## src/rtl/shr_seq.sv

```systemverilog
// shr_seq: multi-cycle logical shift-right, one bit per clock,
// with valid/ready handshakes on both sides.
module shr_seq #(
  parameter int DATAWIDTH = 8
) (
  input  logic                 Clk,
  input  logic                 Rst,
  input  logic                 in_valid,
  output logic                 in_ready,
  input  logic [DATAWIDTH-1:0] a,
  input  logic [DATAWIDTH-1:0] sh_amt,
  output logic                 out_valid,
  input  logic                 out_ready,
  output logic [DATAWIDTH-1:0] d
);

  localparam int CW = $clog2(DATAWIDTH + 1);
  localparam logic [CW-1:0] CMAX = CW'(DATAWIDTH);
  localparam logic [DATAWIDTH:0] LIM = (DATAWIDTH + 1)'(DATAWIDTH);

  typedef enum logic [1:0] {
    IDLE,
    SHIFT,
    DONE
  } state_t;

  state_t r_state;
  state_t w_next;

  logic [DATAWIDTH-1:0] r_acc;
  logic [DATAWIDTH-1:0] r_d;
  logic [CW-1:0]        r_cnt;
  logic [CW-1:0]        w_cnt_ld;
  logic                 w_cap;
  logic                 w_shift;
  logic                 w_fin;

  // Full-width compare so large amounts saturate instead of wrapping.
  assign w_cnt_ld = ({1'b0, sh_amt} >= LIM) ? CMAX
                                            : sh_amt[CW-1:0];

  always_comb begin
    w_next  = r_state;
    w_cap   = 1'b0;
    w_shift = 1'b0;
    w_fin   = 1'b0;
    unique case (r_state)
      IDLE: begin
        if (in_valid) begin
          w_cap  = 1'b1;
          w_next = SHIFT;
        end
      end
      SHIFT: begin
        if (r_cnt != '0) begin
          w_shift = 1'b1;
        end else begin
          w_fin  = 1'b1;
          w_next = DONE;
        end
      end
      DONE: begin
        if (out_ready) begin
          w_next = IDLE;
        end
      end
      default: begin
        w_next = IDLE;
      end
    endcase
  end

  always_ff @(posedge Clk or negedge Rst) begin
    if (!Rst) begin
      r_state <= IDLE;
    end else begin
      r_state <= w_next;
    end
  end

  always_ff @(posedge Clk or negedge Rst) begin
    if (!Rst) begin
      r_acc <= '0;
      r_cnt <= '0;
      r_d   <= '0;
    end else begin
      if (w_cap) begin
        r_acc <= a;
        r_cnt <= w_cnt_ld;
      end else if (w_shift) begin
        r_acc <= {1'b0, r_acc[DATAWIDTH-1:1]};
        r_cnt <= r_cnt - CW'(1);
      end
      if (w_fin) begin
        r_d <= r_acc;
      end
    end
  end

  assign in_ready  = (r_state == IDLE);
  assign out_valid = (r_state == DONE);
  assign d         = r_d;

endmodule
```

## config.mk

```make
export PLATFORM = sky130hd
export DESIGN_NAME = shr_seq
export DESIGN_NICKNAME = d
export VERILOG_FILES = /design/src/rtl/shr_seq.sv
export SDC_FILE = /design/constraint.sdc
export NUM_CORES = 1
export LEC_CHECK = 0
export CORE_MARGIN = 10
export CORE_UTILIZATION = 50
export DETAILED_ROUTE_END_ITERATION = 8
export HOLD_SLACK_MARGIN = 0.03
export PLACE_DENSITY = 0.87
export SLEW_MARGIN = 10
export SYNTH_ARGS = -nofsm -noshare
export SYNTH_HDL_FRONTEND = slang
export SYNTH_SLANG_ARGS = --single-unit
export TNS_END_PERCENT = 100
```

## constraint.sdc

```tcl
create_clock -name Clk -period 4.85 [get_ports Clk]
set_input_delay 0.97 -clock Clk [delete_from_list [all_inputs] [get_ports Clk]]
set_output_delay 0.97 -clock Clk [all_outputs]
set_load 0.005 [all_outputs]
```

==> flow_metrics.tcl, run 1 <==
set metrics [dict create \
    wire_per_inst_microns 17.13 \
    hold_violations 0 \
    crit_path_start_kind "register" \
    reg2reg_depth 5 \
    slew_violations 0 \
    setup_tns_ns 0 \
    dr.pass1.iters 4 \
    power.static_leakage_uw 0.0005636 \
    start_util_pct 53.63 \
    wirelength_microns 2673 \
    gr-usage-met2_pct 19.98 \
    io_pins 30 \
    drive_above_1_share_pct 11.63 \
    critPathKind "register to output pin" \
    place_ws_ns 2.393 \
    worstPathMaxFanout 9 \
    busiest_layer "met2" \
    use_met1_pct 15.91 \
    ys_types 29 \
    p_per_area_nw_per_um2 628.8 \
    clk_pin_slew_ns 0.12 \
    synthesis.nets 124 \
    worst_slack_ns 2.365 \
    min_path_cells 1 \
    hpwl_microns 1930 \
    drt-initial-drc-count 40 \
    multi_input_area_sq_um 462.9 \
    layout.area.seq_sq_um 550.5 \
    fillers 158 \
    cts_tree "built" \
    antenna_found_initial 0 \
    fin_crit_sh_pct 51.23 \
    worst_pin_slew_ns 0.9688 \
    die-area_sq_um 4400 \
    rsz0062_at_grt "false" \
    root_buffer "clkbuf_4" \
    post_cts_buffers 0 \
    die_w_microns 66.34 \
    skew_ns 0.002882 \
    cts_resized 0 \
    dieHeight_microns 66.34 \
    cp.required_ns 3.88 \
    dpl_cell_area_sq_um 1360 \
    synthArstFlopShare_pct 100.0 \
    worstSetupEndpointType "output pin" \
    outcome "completed" \
    period_needed_ns 2.485 \
    htree_num_levels 1 \
    grt_max_degree 23 \
    clk_path_buf_depth 2 \
    antenna_cells 0 \
    vias 912 \
    max_freq_mhz 402.5 \
    clock_latency_ns 0.32 \
    hold_class "register to register" \
    syn_area_sq_um 1074 \
    synth-seq-cells 22 \
    synth_edf_count 0 \
    yosysWarnings 0 \
    final_cell_mix "29 x clkdlybuf4s50_1, 22 x dfrtp_1, 11 x o21ai_0" \
    drv_cap 0 \
    synth_area_per_cell_sq_um 10.42 \
    final_cell_area_sq_um 1383 \
    via_per_inst 5.846 \
    grt_pass1_wl_microns 4505 \
    cts_hold_buffers 0 \
    ys.flop_type "dfrtp_1" \
    ir_drop_mv 0.3440 \
    grt-ovfl-total 0 \
    place.gp.congestion 0.8254 \
    syn_to_final_growth_pct 28.79 \
    numPortBuffers 29 \
    final_common_cell "clkdlybuf4s50_1" \
    cts_made_buffers 3 \
    grt_usage_pct 13.18 \
    syn_inst 103 \
    use_met3_pct 5.085 \
    ant_nets 0 \
    grt_pass1_vias 915 \
    core-area_sq_um 2002 \
    timing.hold.ws_ns 0.5189 \
    nets 152 \
    relSlewSlack_pct 35.21 \
    row_count 16 \
    ys_seq_area_share_pct 51.28 \
    critPathArrivalTime_ns 1.51 \
    setup_viol 0 \
    clkSinkCount 22 \
    total_power_uw 869.3 \
    drc 0 \
]
[per-layer routing]
metal  vias to the layer above  part of all wire, %
met5                         -                    0
met3                         5                  8.1
met2                        35                   46
met4                         0                  1.8
met1                       440                   44
li1                        432                    -
[worst max-delay path, stage by stage, from the launching register on]
cell	delay (ns)
dfrtp_1	0.48
nor2_1	0.17
clkdlybuf4s50_1	0.55
[synth_stat cells, types with 3 or more instances]
cell type	count	share of area, %
buf_2	3	1.4
dfrtp_1	22	51
o21ai_0	11	5.1
nor2_1	10	3.5
a31oi_1	7	4.1
a211oi_1	3	2.1
a21oi_1	9	4.2
mux2_2	8	8.4
inv_1	4	1.4
[cell families after synthesis]
group                      share of synthesized area, %
xor gates and xnor gates                         0.8160
and+or+nand+nor                                   12.59
DFF                                               51.28
buffers and inverters                             5.594
AOI/OAI and AO/OA                                 20.16
adders and majority gates                         1.165
muxes                                             8.392
[stage by stage]
step	std cells	util, %
after floorplan	103	-
after global placement	153	67.94
after detailed placement	153	67.94
after CTS	156	69.06
after global routing	156	69.06
final	156	69.06
[state kept, by name (all words and copies together), names as in the netlist]
| register | flops |
|---|---|
| d | 8 |
| r_cnt | 4 |
| r_state | 2 |
| r_acc | 8 |
[power by group]
part	leakage, uW	internal, uW	switching (uW)
Sequential	0.000268	277	75.5
Combinational	0.000282	229	201
Clock	0.0000138	29.2	57.9
[worst paths after layout]
path	start	endpoint	slack, ns
max in group asynchronous	Rst	d[4]$_DFFE_PN0P_	3.09
worst min-delay path	d[3]$_DFFE_PN0P_	d[3]$_DFFE_PN0P_	0.52
min in group asynchronous	Rst	r_cnt[2]$_DFFE_PN0P_	1.17
worst min register to register	d[3]$_DFFE_PN0P_	d[3]$_DFFE_PN0P_	0.52
worst max-delay path	r_state[0]$_DFFE_PN0P_	in_ready	2.37
worst max register to register	r_cnt[0]$_DFFE_PN0P_	d[2]$_DFFE_PN0P_	2.66
[cell type report]
cell class / count / area share, %
multi-input cells: 70 / 33.48
flip-flops and latches: 22 / 39.82
inverters: 4 / 1.086
repair buffers: 30 / 21.54
well taps: 27 / 2.443
clock buffers: 3 / 1.629
Note: power is estimated with default switching activity, not from simulation.
==> run 2: changes to the inputs <==
Settings changed: CORE_UTILIZATION 50 to 42, PLACE_DENSITY 0.87 to 0.78.
Clock period 4.85 ns to 2 ns, I/O delays scaled along.
==> run 2 against run 1 <==
  * Combinational power rose to 2.6 times the previous value
  * First-iteration DRC count fell by 28%
  * Largest cell class unchanged
  * Critical endpoint is now out_valid
  * Critical path type unchanged
  * Register-to-register slack got worse by 2.5 ns
==> flow_metrics.tcl, run 2 (same netlist as run 1, synthesis figures left out) <==
set metrics [dict create \
    period_needed_ns 1.829 \
    regToRegEndpoint "r_cnt[1]$_DFFE_PN0P_" \
    final_util_pct 58.92 \
    dpl.cell_count 160 \
    drv_cap 0 \
    drc 0 \
    worstPathMaxFanout 6 \
    clkSinkCount 22 \
    cts_resized 0 \
    nets 156 \
    setup_tns_ns 0 \
    clk_pin_slew_ns 0.13 \
    htree_num_levels 1 \
    dieHeight_microns 70.56 \
    worst_pin_slew_ns 0.4263 \
    p_sw_uw 834.2 \
    fin_crit_sh_pct 91.47 \
    power.static_leakage_uw 0.0005980 \
    hpwl_microns 2197 \
    drt-initial-drc-count 29 \
    worstSetupEndpointType "output pin" \
    cts_hold_buffers 0 \
    core-area_sq_um 2455 \
    final_common_cell "clkdlybuf4s50_1" \
    antenna_found_initial 0 \
    startpoint "r_state[1]$_DFFE_PN0P_" \
    drive_above_1_share_pct 14.93 \
    die_w_microns 70.56 \
    hold_violations 0 \
    r2r_slack_ns 0.20 \
    dpl_cell_area_sq_um 1394 \
    post_cts_buffers 0 \
    antenna_cells 0 \
    io_pins 30 \
    layout.area.seq_sq_um 550.5 \
    rsz0062_at_grt "false" \
    grt_pass1_vias 958 \
    relSlewSlack_pct 71.51 \
    clk_path_buf_depth 2 \
    grt-ovfl-total 0 \
    regToRegStartpoint "r_cnt[0]$_DFFE_PN0P_" \
    root_buffer "clkbuf_4" \
    p_per_area_nw_per_um2 1584 \
    grt_max_degree 23 \
    grt_pass1_wl_microns 4650 \
    die-area_sq_um 4978 \
    start_util_pct 43.73 \
    slew_violations 0 \
    final_cell_mix "29 x clkdlybuf4s50_1, 22 x dfrtp_1, 11 x o21ai_0" \
    crit_path_start_kind "register" \
    multi_input_area_sq_um 462.9 \
    combPwrFrac_pct 47.9 \
    setup_viol 0 \
    ant_nets 0 \
    clock_latency_ns 0.31 \
    final_cell_area_sq_um 1446 \
    place.gp.congestion 0.8190 \
    reg2reg_depth 5 \
    via_per_inst 5.884 \
    outcome "completed" \
    wire_per_inst_microns 17.49 \
    max_freq_mhz 546.7 \
    seqPwrFrac_pct 37.5 \
    dr.pass1.iters 4 \
    cp.required_ns 1.60 \
    grt_usage_pct 11.11 \
    fillers 209 \
    row_count 18 \
    timing.hold.ws_ns 0.4153 \
    cts_made_buffers 3 \
    ir_drop_mv 1.050 \
    fin_cells 164 \
    numPortBuffers 29 \
    vias 965 \
    skew_ns 0.01981 \
    critPathKind "register to output pin" \
    wirelength_microns 2869 \
    switching_share_pct 36.40 \
    syn_to_final_growth_pct 34.73 \
    hold_class "primary input to asynchronous set/reset pin" \
    cts_tree "built" \
    critPathArrivalTime_ns 1.43 \
    p_int_uw 1458 \
    share_clk_of_total_power_pct 14.6 \
]
-- run 2: critical path, cell delays in order, from the launching register on --
cell,delay [ns]
dfrtp_1,0.44
inv_1,0.10
nor2_1,0.09
clkdlybuf4s50_1,0.50
-- run 2: metrics by stage --
stage                     power [uW]  worst slack [ns]
final                           2292            0.1707
after global placement          1895            0.1781
after CTS                       2298            0.1517
after detailed placement        1963            0.1531
after global routing            2461           0.07109
after floorplan                 1540            0.4761
-- run 2: cell type report --
| class | count | share of cell area, % |
|---|---|---|
| clock inverter | 1 | 2.076 |
| inverter | 4 | 1.038 |
| tap | 30 | 2.595 |
| sequential | 22 | 38.06 |
| clock buffer | 3 | 1.557 |
| multi-input combinational | 70 | 32.01 |
| timing repair buffer | 34 | 22.66 |
-- run 2: worst max path at each step --
stage / slack (ns) / end / depth (start not counted)
after floorplan: 0.48 / r_cnt[2]$_DFFE_PN0P_ / 6
after global placement: 0.18 / r_cnt[3]$_DFFE_PN0P_ / 3
after detailed placement: 0.15 / r_cnt[3]$_DFFE_PN0P_ / 3
after CTS: 0.15 / out_valid / 3
after global routing: 0.07 / out_valid / 3
final: 0.17 / out_valid / 3
-- run 2: metal layers --
metal  share of wire, %  vias up  wire length (microns)  GRT usage (%)
met1                 38      488                   1101          11.66
met4               0.70        0                     20          4.086
li1                   -      438                      -              -
met3                6.5        2                    186          3.626
met5                  0        -                      0              0
met2                 54       37                   1561          20.16
-- run 2: power groups by stage --
stage / clock network (uW) / registers [uW] / logic [uW]
after floorplan: 0 / 810 / 730
after global placement: 0 / 845 / 1050
after detailed placement: 0 / 864 / 1100
after CTS: 342 / 855 / 1100
after global routing: 355 / 890 / 1220
final: 336 / 859 / 1100
